### src/rtl/mult_pkg.sv
// Shared definitions for the iterative shift-add multiplier.
// Contents: operand width, step-counter width and the FSM state encoding.
package mult_pkg;

    localparam int unsigned WIDTH = 8;
    localparam int unsigned CNT_W = 3;

    typedef enum logic [1:0] {
        IDLE = 2'b00,
        CALC = 2'b01,
        DONE = 2'b10
    } state_e;

endpackage : mult_pkg

### src/rtl/cla_adder_8bit.sv
// 8-bit carry-lookahead adder built from two 4-bit lookahead groups.
// Ports:
//   A, B  : 8-bit addends
//   Cin   : carry in
//   Sum   : 8-bit sum
//   Cout  : carry out of bit 7
module cla_adder_8bit (
    input  logic [7:0] A,
    input  logic [7:0] B,
    input  logic       Cin,
    output logic [7:0] Sum,
    output logic       Cout
);

    logic [7:0] g;
    logic [7:0] p;
    logic [8:0] c;

    // Each group's carries depend only on its g/p and the group carry-in.
    always_comb begin
        g = A & B;
        p = A ^ B;
        c = '0;

        c[0] = Cin;
        c[1] = g[0] | (p[0] & c[0]);
        c[2] = g[1] | (p[1] & g[0]) | (p[1] & p[0] & c[0]);
        c[3] = g[2] | (p[2] & g[1]) | (p[2] & p[1] & g[0])
             | (p[2] & p[1] & p[0] & c[0]);
        c[4] = g[3] | (p[3] & g[2]) | (p[3] & p[2] & g[1])
             | (p[3] & p[2] & p[1] & g[0])
             | (p[3] & p[2] & p[1] & p[0] & c[0]);

        c[5] = g[4] | (p[4] & c[4]);
        c[6] = g[5] | (p[5] & g[4]) | (p[5] & p[4] & c[4]);
        c[7] = g[6] | (p[6] & g[5]) | (p[6] & p[5] & g[4])
             | (p[6] & p[5] & p[4] & c[4]);
        c[8] = g[7] | (p[7] & g[6]) | (p[7] & p[6] & g[5])
             | (p[7] & p[6] & p[5] & g[4])
             | (p[7] & p[6] & p[5] & p[4] & c[4]);
    end

    assign Sum  = p ^ c[7:0];
    assign Cout = c[8];

endmodule : cla_adder_8bit

### src/rtl/shift_add_mult_ctrl.sv
// Iterative 8x8 unsigned multiplier: one shared CLA adder, eight add-and-shift
// steps, start/done handshake.
// Ports:
//   clk, reset_n : clock, synchronous active-low reset
//   start        : request, sampled only while idle
//   A, B         : multiplicand / multiplier, captured on the accepting edge
//   busy         : high from the accepting edge through the DONE cycle
//   done         : one-cycle completion pulse
//   product      : 16-bit result, held until the next completion
module shift_add_mult_ctrl
    import mult_pkg::*;
#(
    parameter int unsigned WIDTH       = 8,
    parameter int unsigned ZERO_BYPASS = 1
) (
    input  logic               clk,
    input  logic               reset_n,
    input  logic               start,
    input  logic [WIDTH-1:0]   A,
    input  logic [WIDTH-1:0]   B,
    output logic               busy,
    output logic               done,
    output logic [2*WIDTH-1:0] product
);

    state_e state_q, state_d;

    logic [WIDTH-1:0]   m_q,   m_d;
    logic [WIDTH-1:0]   acc_q, acc_d;
    logic [WIDTH-1:0]   q_q,   q_d;
    logic [CNT_W-1:0]   cnt_q, cnt_d;
    logic [2*WIDTH-1:0] p_q,   p_d;

    logic [WIDTH-1:0]   add_b;
    logic [WIDTH-1:0]   sum;
    logic               cout;
    logic               zero_op;
    logic               last_step;

    assign add_b     = q_q[0] ? m_q : '0;
    assign zero_op   = (ZERO_BYPASS != 0) && ((A == '0) || (B == '0));
    assign last_step = (cnt_q == CNT_W'(WIDTH - 1));

    // Shared adder: ACC plus (multiplicand if current multiplier bit is set).
    cla_adder_8bit u_adder (
        .A    (acc_q),
        .B    (add_b),
        .Cin  (1'b0),
        .Sum  (sum),
        .Cout (cout)
    );

    // State and datapath registers.
    always_ff @(posedge clk) begin
        if (!reset_n) begin
            state_q <= IDLE;
            m_q     <= '0;
            acc_q   <= '0;
            q_q     <= '0;
            cnt_q   <= '0;
            p_q     <= '0;
        end else begin
            state_q <= state_d;
            m_q     <= m_d;
            acc_q   <= acc_d;
            q_q     <= q_d;
            cnt_q   <= cnt_d;
            p_q     <= p_d;
        end
    end

    // Next-state and datapath update.
    always_comb begin
        state_d = state_q;
        m_d     = m_q;
        acc_d   = acc_q;
        q_d     = q_q;
        cnt_d   = cnt_q;
        p_d     = p_q;

        case (state_q)
            IDLE: begin
                if (start) begin
                    m_d   = A;
                    q_d   = B;
                    acc_d = '0;
                    cnt_d = '0;
                    if (zero_op) begin
                        p_d     = '0;
                        state_d = DONE;
                    end else begin
                        state_d = CALC;
                    end
                end
            end
            CALC: begin
                // Right-shift {Cout, Sum, Q} by one; Sum[0] enters Q's MSB.
                acc_d = {cout, sum[WIDTH-1:1]};
                q_d   = {sum[0], q_q[WIDTH-1:1]};
                cnt_d = cnt_q + CNT_W'(1);
                if (last_step) begin
                    p_d     = {cout, sum[WIDTH-1:1], sum[0], q_q[WIDTH-1:1]};
                    state_d = DONE;
                end
            end
            DONE: begin
                state_d = IDLE;
            end
            default: begin
                state_d = IDLE;
            end
        endcase
    end

    // Moore outputs decoded from the state register only.
    always_comb begin
        busy = (state_q != IDLE);
        done = (state_q == DONE);
    end

    assign product = p_q;

endmodule : shift_add_mult_ctrl

### config.mk
export PLATFORM = sky130hd
export DESIGN_NAME = shift_add_mult_ctrl
export DESIGN_NICKNAME = d
export VERILOG_FILES = /design/src/rtl/mult_pkg.sv /design/src/rtl/cla_adder_8bit.sv /design/src/rtl/shift_add_mult_ctrl.sv
export SDC_FILE = /design/constraint.sdc
export NUM_CORES = 1
export LEC_CHECK = 0
export BUFFER_PORTS_ARGS = -buffer_cell sky130_fd_sc_hd__buf_2
export CAP_MARGIN = 15
export CORE_UTILIZATION = 40
export CTS_CLUSTER_SIZE = 16
export DETAILED_ROUTE_END_ITERATION = 8
export GPL_TIMING_DRIVEN = 0
export PLACE_DENSITY = 0.61
export RECOVER_POWER = 50
export SLEW_MARGIN = 0
export SYNTH_ARGS = -nofsm -noshare
export SYNTH_HDL_FRONTEND = slang
export SYNTH_SLANG_ARGS = --single-unit
export TNS_END_PERCENT = 30
### constraint.sdc
create_clock -name clk -period 5.3 [get_ports clk]
set_input_delay 0 -clock clk [delete_from_list [all_inputs] [get_ports clk]]
set_output_delay 0 -clock clk [all_outputs]
set_load 0.05 [all_outputs]
==> flow_summary.yaml, run 1 <==
status:
  status: "complete, no violations"
pwr:
  ir_drop_uv: 94.0
  power.leakage_nw: 1.06
  pwr_density_cell_nw_per_um2: 264
clock_network:
  numCtsBuffers: 5
  cts.clk_slew.worst_paths_ns: 0.09
  cts_tree: "yes"
  cts_resized: 0
  cts_root_buf: "clkbuf_8"
  htreeDepth: 2
  clk_latency_ns: 0.31
  cts_setup_buffers: 0
  ctsLongestPathBuffers: 2
  clock_sink_count: 45
yosys:
  netlist_instances: 258
  ys_ff_latch: 45
  netlist_area_um2: 2240
  yosysWarnings: 0
  avgSynthCellArea_um2: 8.69
  yosysUniqueCellTypes: 50
  synth_edf_count: 0
  ys_seq_area_share_pct: 40.2
  synthFlopType: "dfxtp_1"
  async_flop_share_pct: 0
  synth_fp_nets: 289
routing:
  vias: 2000
  initialDrtViolationCount: 83
  dr.pass1.iters: 4
  routedWlPerCell_um: 14.4
  viasPerCell: 5.26
  wirelength_um: 5490
  drc: 0
  detail-route-antenna-nets: 0
floorplanning:
  dieArea_um2: 5910
  core-area_um2: 5240
  rows: 26
  top_level_ports: 37
  fp.dieW_um: 76.9
  die_y_um: 76.9
  start_util_pct: 42.8
global_routing:
  grt_pass1_vias: 1904
  grt_max_degree: 15
  antenna_found_initial: 0
  track_usage_pct: 19.9
  overflow: 0
  grt_pass1_wl_um: 9130
run:
  cap_violations: 0
sta:
  period_needed_ns: 2.68
  final_hold_viol_count: 0
  fin_skew_ns: 0.00701
  max_slew_margin_pct: 45.9
  hold_ws_ns: 0.0179
  totalNegativeSetupSlack_ns: 0
  slew_viol_final: 0
  setup_viol_count_final: 0
  finalWorstSetupSlack_ns: 2.62
  fmax_ghz: 0.374
  worst_pin_slew_ns: 0.803
  grt_setup_unrepaired: "no"
  period_share_pct: 50.5
hold_path:
  hold_depth: 3
  min-delay-start: "B[4]"
  min_path_type: "in2reg"
  whs_endpoint: "q_q[4]"
worst_setup_path:
  reg2reg_to: "product[12]"
  crit_required_ns: 5.54
  r2r-start: "q_q[0]"
  setup.worst_path.end_class: "flip-flop"
  start_kind: "flip-flop"
  cp.arrival_ns: 2.91
  crit_fanout: 9
  ff2ff_setup_slack_ns: 2.62
  worstRegToRegCells: 9
  critPathKind: "reg2reg"
placed_design:
  place_inst: 363
  hpwl_um: 3950
  gp_congestion: 0.744
  portBuffers: 35
  dp_slack_ns: 2.67
finish:
  num_antenna_cells: 0
  layout-drive-gt1-share_pct: 12.6
  fin_cells: 380
  synthToLayoutAreaGrowth_pct: 18.9
  utilization_pct: 50.9
  nets: 340
## layout by cell type, fill, tap and decap left out, types with 2 or more instances in the layout
cell type | Yosys | layout
a21oi_1 | 36 | 36
a21oi_2 | 2 | 2
a22oi_1 | 10 | 10
xnor2_1 | 2 | 2
nor2_1 | 12 | 14
inv_1 | 7 | 7
buf_2 | 3 | 18
dlygate4sd3_1 | 0 | 9
nor3_1 | 4 | 4
nor2b_1 | 2 | 2
ha_1 | 10 | 10
a21o_1 | 3 | 3
buf_6 | 3 | 2
clkbuf_8 | 0 | 6
nand2_1 | 38 | 38
nand3_1 | 17 | 17
dfxtp_1 | 45 | 45
fa_1 | 2 | 2
o211ai_1 | 12 | 12
clkbuf_1 | 6 | 27
or4_4 | 3 | 2
and2_1 | 10 | 9
o21ai_0 | 1 | 2
## state kept, by name, summed over array words and instances (netlist names)
name,count
acc_q,8
cnt_q,3
m_q,8
product,16
q_q,8
state_q,2
## area by class of cell
type	instances	area, µm²
well taps	70	87.6
repair buffers	44	241
clock inverters	2	37.5
inverters	7	26.3
fillers	526	2570
flip-flops and latches	45	901
plain buffers	17	110
clock buffers	6	82.6
multi-input cells	189	1180
## cell usage after synthesis, types with 2 or more instances
cell / number / area share, %
dfxtp_1: 45 / 40
nand2_1: 38 / 6.4
a21oi_1: 36 / 8.0
nand3_1: 17 / 3.8
nor2_1: 12 / 2.0
o211ai_1: 12 / 4.0
a22oi_1: 10 / 3.3
and2_1: 10 / 2.8
ha_1: 10 / 5.6
inv_1: 7 / 1.2
clkbuf_1: 6 / 1.0
nor3_1: 4 / 0.89
a21o_1: 3 / 1.0
buf_2: 3 / 0.67
buf_6: 3 / 1.5
or4_4: 3 / 1.5
a21oi_2: 2 / 0.78
fa_1: 2 / 1.8
nor2_4: 2 / 1.0
nor2b_1: 2 / 0.56
xnor2_1: 2 / 0.78
## critical path, cell delays in order, from the launching register on
cell,delay (ns)
dfxtp_1,0.49
and2_1,0.17
ha_1,0.27
a41o_1,0.25
a21oi_1,0.41
inv_1,0.11
fa_1,0.39
xor2_1,0.19
o211ai_1,0.16
a21oi_1,0.17
## how the worst max path moves through the flow
stage,start,end,slack (ns),cells after the start
after floorplan,q_q[0],product[12],3.08,9
after global placement,q_q[0],product[12],2.67,9
after detailed placement,q_q[0],product[12],2.67,9
after CTS,q_q[0],product[12],2.65,9
after global routing,q_q[0],product[12],2.44,10
final,q_q[0],product[12],2.62,9
## power breakdown
| part | switching (W) | internal (W) | total (W) |
|---|---|---|---|
| clock network | 0.000122 | 0.000153 | 0.000275 |
| logic | 0.0000455 | 0.0000281 | 0.0000736 |
| registers | 0.00000749 | 0.000348 | 0.000356 |
## routing by layer
layer	GRT usage, %	share of wire (%)	wire [µm]	up-vias
li1	-	-	-	1016
met1	24.0	47	2560	942
met2	35.1	49	2710	36
met3	3.69	2.8	152	6
met4	6.54	1.2	65	0
met5	0	0	0	-
## per-stage QoR
step | power, W | area [µm²]
6_report | 0.000705 | 2670
5_1_grt | 0.000732 | 2670
4_1_cts | 0.000714 | 2710
3_5_place_dp | 0.000434 | 2500
3_3_place_gp | 0.000434 | 2500
2_1_floorplan | 0.000409 | 2240
## logic make-up (layout without fill, tap and decap cells)
logic type	count (synthesis)	after routing	synth area share, %
adder cells (fa/ha/maj)	12	12	7.37
AO/OA/AOI/OAI	79	79	23.5
AND/OR/NAND/NOR	94	94	20.9
flip-flops	45	45	40.2
buffers and inverters	24	76	6.48
multiplexers	1	1	0.447
XOR/XNOR	3	3	1.17
## timing repair
action,4_1_cts,5_1_grt
endpoints found under the hold margin,9,0
endpoints found under the setup margin,0,0
hold buffers,9,0
Note: power is estimated with default switching activity, not from simulation.
==> inputs of run 2 (changes only) <==
- clock period: 5.3 -> 2.8 ns (I/O delays scaled with it)
==> run 2 against run 1 <==
Final cell count stayed put. Worst hold slack hardly changed. First-iteration DRC count is 3.6% lower. Routed wire length is 0.13% higher. Die area stayed put. Power is 90% higher. Final area is 0.14% higher. Setup slack worse by 2.3 ns. Critical path type unchanged. Largest cell class unchanged. Clock power is 90% higher. Clock skew hardly changed. Sequential power is 89% higher. Largest power group unchanged. Non-clock buffer count stayed put.
==> flow_summary.yaml, run 2 (synthesis gave the netlist of run 1 again) <==
clock_network:
  ctsLongestPathBuffers: 2
  clk_latency_ns: 0.31
  cts_setup_buffers: 0
  numCtsBuffers: 5
  cts.clk_slew.worst_paths_ns: 0.09
  cts_root_buf: "clkbuf_8"
  htreeDepth: 2
  cts_tree: "yes"
  clock_sink_count: 45
pwr:
  p_int_w: 0.00100
  swShare_pct: 24.9
  clkPwrFrac_pct: 39.2
  finalPower_w: 0.00134
  ir_drop_uv: 178
  power_switching_w: 0.000333
  pwr_density_cell_nw_per_um2: 500
  power.leakage_nw: 1.06
  comb_power_share_pct: 10.4
  seqPwrFrac_pct: 50.4
global_routing:
  grt_max_degree: 15
  track_usage_pct: 19.9
  antenna_found_initial: 0
  overflow: 0
  grt_pass1_wl_um: 9130
  grt_pass1_vias: 1904
worst_setup_path:
  cp.arrival_ns: 2.74
  critPathKind: "reg2reg"
  setup.worst_path.end_class: "flip-flop"
  start_kind: "flip-flop"
  crit_required_ns: 3.04
  crit_fanout: 9
finish:
  largest_reg_flops: 16
  final_cell_mix: "45 x dfxtp_1, 38 x nand2_1, 35 x a21oi_1"
  synthToLayoutAreaGrowth_pct: 19.1
  final_common_cell: "dfxtp_1"
  nets: 340
  fillerInstances: 526
  layout-drive-gt1-share_pct: 12.9
  num_antenna_cells: 0
hold_path:
  min_path_type: "in2reg"
sta:
  totalNegativeSetupSlack_ns: 0
  final_hold_viol_count: 0
  grt_setup_unrepaired: "no"
  max_slew_margin_pct: 44.7
  worst_pin_slew_ns: 0.820
  fin_skew_ns: 0.00725
  setup_viol_count_final: 0
  period_share_pct: 89.5
  fmax_ghz: 0.399
  slew_viol_final: 0
  period_needed_ns: 2.51
floorplanning:
  die_y_um: 76.9
  dieArea_um2: 5910
  top_level_ports: 37
  fp.dieW_um: 76.9
  start_util_pct: 42.8
  rows: 26
  core-area_um2: 5240
placed_design:
  gp_congestion: 0.744
  portBuffers: 35
  hpwl_um: 3950
routing:
  initialDrtViolationCount: 80
  vias: 1995
  routedWlPerCell_um: 14.5
  detail-route-antenna-nets: 0
  viasPerCell: 5.25
  drc: 0
  wirelength_um: 5490
  dr.pass1.iters: 4
run:
  cap_violations: 0
status:
  status: "complete, no violations"
## run 2: repair_timing
item | in CTS | in global routing
hold buffers | 9 | 0
resized for setup | 0 | 1
setup endpoints to repair | 0 | 1
endpoints found under the hold margin | 9 | 0
## run 2: critical path, stage by stage (launching register included)
cell and delay [ns]:
dfxtp_1 0.50, and2_1 0.18, ha_1 0.27, a41o_1 0.26, a21oi_2 0.25, inv_1 0.09
fa_1 0.38, xor2_1 0.18, o211ai_1 0.16, a21oi_1 0.17
## run 2: metrics by stage
| stage | area (µm²) | setup slack (ns) | std cells | hold WS (ns) | utilization (%) |
|---|---|---|---|---|---|
| global route | 2670 | 0.132 | 380 | 0.0405 | 51.0 |
| finish | 2670 | 0.294 | 380 | 0.0179 | 51.0 |
| CTS | 2710 | 0.147 | 380 | 0.0105 | 51.8 |
| global placement | 2500 | 0.170 | 363 | 0.258 | 47.8 |
| detailed placement | 2500 | 0.170 | 363 | 0.264 | 47.8 |
| floorplan | 2240 | 0.579 | 258 | 0.136 | - |
## run 2: final timing paths
check	slack (ns)	cells after the start	end	start
max	0.29	9	product[12]	q_q[0]
min	0.02	3	q_q[5]	B[5]
max reg2reg	0.29	9	product[12]	q_q[0]
min reg2reg	0.45	2	m_q[6]	m_q[6]
## run 2: layout make-up
| type | count | area (µm²) | share of cell area, % |
|---|---|---|---|
| multi-input combinational | 189 | 1180 | 44.3 |
| sequential | 45 | 901 | 33.8 |
| timing repair buffer | 44 | 241 | 9.05 |
| buffer | 17 | 110 | 4.13 |
| tap | 70 | 87.6 | 3.28 |
| clock buffer | 6 | 82.6 | 3.09 |
| clock inverter | 2 | 37.5 | 1.41 |
| inverter | 7 | 26.3 | 0.985 |
## run 2: layer usage
metal | GRT usage [%] | vias up | wire length (µm)
met4 | 6.54 | 0 | 65
met3 | 3.69 | 6 | 233
li1 | - | 1020 | -
met5 | 0 | - | 0
met2 | 35.1 | 37 | 2690
met1 | 24.0 | 932 | 2510
## run 2: power by group through the flow
stage / Clock, W / Combinational [W] / Sequential, W
after floorplan: 0 / 0.0000904 / 0.000684
after global placement: 0 / 0.000133 / 0.000688
after detailed placement: 0 / 0.000133 / 0.000688
after CTS: 0.000535 / 0.000143 / 0.000673
after global routing: 0.000555 / 0.000155 / 0.000676
final: 0.000523 / 0.000139 / 0.000673
==> inputs of run 3 (changes only) <==
- CELL_PAD_IN_SITES_DETAIL_PLACEMENT: unset -> 1
- CELL_PAD_IN_SITES_GLOBAL_PLACEMENT: unset -> 2
- CORE_UTILIZATION: 40 -> 33
- PLACE_DENSITY: 0.61 -> 0.79
==> run 3 against run 2 <==
The flow now finishes with violations (design-rule violations). Maximum frequency shrank 3.5%. Sequential power is essentially flat. First-iteration DRC count grew 11%. Utilization shrank 9.7 points. Via count grew 1.4%. Critical path type unchanged. Largest cell class unchanged.
==> flow_summary.yaml, run 3 (synthesis gave the netlist of run 1 again) <==
sta:
  fmax_ghz: 0.385
  max_slew_margin_pct: 46.7
  setup_viol_count_final: 0
  grt_setup_unrepaired: "no"
  period_needed_ns: 2.60
  period_share_pct: 92.8
  worst_pin_slew_ns: 0.792
  hold_ws_ns: 0.0307
  fin_skew_ns: 0.0112
  totalNegativeSetupSlack_ns: 0
  slew_viol_final: 0
  final_hold_viol_count: 0
global_routing:
  track_usage_pct: 19.0
  antenna_found_initial: 0
  grtUsageMet3_pct: 3.93
  grt_util_met1_pct: 25.1
  grt_pass1_wl_um: 10400
  grt_busiest_layer: "met2"
  grt_pass1_vias: 2051
  grt_max_degree: 16
  grt.met2_usage_pct: 31.7
  overflow: 0
placed_design:
  gp_congestion: 0.770
  hpwl_um: 4600
  portBuffers: 35
routing:
  drc: 9
  initialDrtViolationCount: 89
  wirelength_um: 6380
  routedWlPerCell_um: 16.5
  dr.pass1.iters: 6
  viasPerCell: 5.24
  detail-route-antenna-nets: 0
  vias: 2022
clock_network:
  numCtsBuffers: 5
  clk_latency_ns: 0.31
  htreeDepth: 2
  cts.clk_slew.worst_paths_ns: 0.10
  clock_sink_count: 45
  cts_tree: "yes"
  ctsLongestPathBuffers: 2
  cts_setup_buffers: 0
  cts_root_buf: "clkbuf_8"
worst_setup_path:
  crit_required_ns: 3.05
  reg2reg_to: "product[12]"
  worstRegToRegCells: 9
  startpoint: "q_q[0]"
  critPathKind: "reg2reg"
  setup.worst_path.end: "product[12]"
  r2r-start: "q_q[0]"
  start_kind: "flip-flop"
  crit_fanout: 9
  cp.arrival_ns: 2.84
  setup.worst_path.end_class: "flip-flop"
  ff2ff_setup_slack_ns: 0.20
run:
  cap_violations: 0
floorplanning:
  core-area_um2: 6460
  rows: 29
  top_level_ports: 37
  die_y_um: 84.4
  fp.dieW_um: 84.4
  start_util_pct: 34.7
  dieArea_um2: 7120
finish:
  nets: 339
  layout-drive-gt1-share_pct: 12.6
  largest_reg_flops: 16
  final_cell_mix: "45 x dfxtp_1, 38 x nand2_1, 35 x a21oi_1"
  synthToLayoutAreaGrowth_pct: 18.9
  final_common_cell: "dfxtp_1"
  fillerInstances: 791
  num_antenna_cells: 0
pwr:
  ir_drop_uv: 200
  pwr_density_cell_nw_per_um2: 500
  power.leakage_nw: 1.05
hold_path:
  min_path_type: "in2reg"
status:
  violations: "design-rule violations"
  status: "finished, violations left"
## run 3: repair_timing
item                                   in CTS  in global routing
endpoints found under the hold margin       8                  0
resized for setup                           0                  1
hold buffers                                8                  0
setup endpoints to repair                   0                  4
## run 3: metrics by stage
stage          power (W)  worst slack (ns)  cells  util [%]  cell area, µm²
2_1_floorplan   0.000774             0.579    258         -            2240
3_3_place_gp    0.000827            0.0783    370      38.9            2510
3_5_place_dp    0.000829            0.0645    370      38.9            2510
4_1_cts          0.00135            0.0425    386      41.9            2710
5_1_grt          0.00140            0.0630    386      41.2            2660
6_report         0.00133             0.202    386      41.2            2660
## run 3: worst min-delay path by stage
stage,cells after the start,slack (ns),start,end
3_3_place_gp,3,0.26,A[0],m_q[0]
6_report,3,0.03,B[3],q_q[3]
4_1_cts,3,0.02,B[1],q_q[1]
2_1_floorplan,2,0.14,A[0],m_q[0]
5_1_grt,3,0.01,B[7],q_q[7]
3_5_place_dp,3,0.26,A[1],m_q[1]
## run 3: layer usage
layer	vias up	routed length (µm)
met4	0	79
li1	1024	-
met3	7	250
met1	955	3090
met5	-	0
met2	36	2960
## run 3: final cells by class
type                    count  area (µm²)  area share [%]
multi-input cells         189        1180            44.5
flip-flops and latches     45         901            33.8
repair buffers             43         230            8.64
plain buffers              17         110            4.13
well taps                  77        96.3            3.62
clock buffers               5        68.8            2.58
clock inverters             3        46.3            1.74
inverters                   7        26.3           0.986
## run 3: where the power goes
part	switching (W)	internal [W]	total, W
clock network	0.000245	0.000267	0.000513
logic	0.0000922	0.0000525	0.000145
registers	0.0000153	0.000659	0.000674
## run 3: critical path, cell delays in order (launching register included)
cell	delay [ns]
dfxtp_1	0.53
and2_1	0.19
ha_1	0.27
a41o_1	0.26
a21oi_2	0.27
inv_1	0.10
fa_1	0.38
xor2_1	0.24
o211ai_1	0.14
a21oi_1	0.15
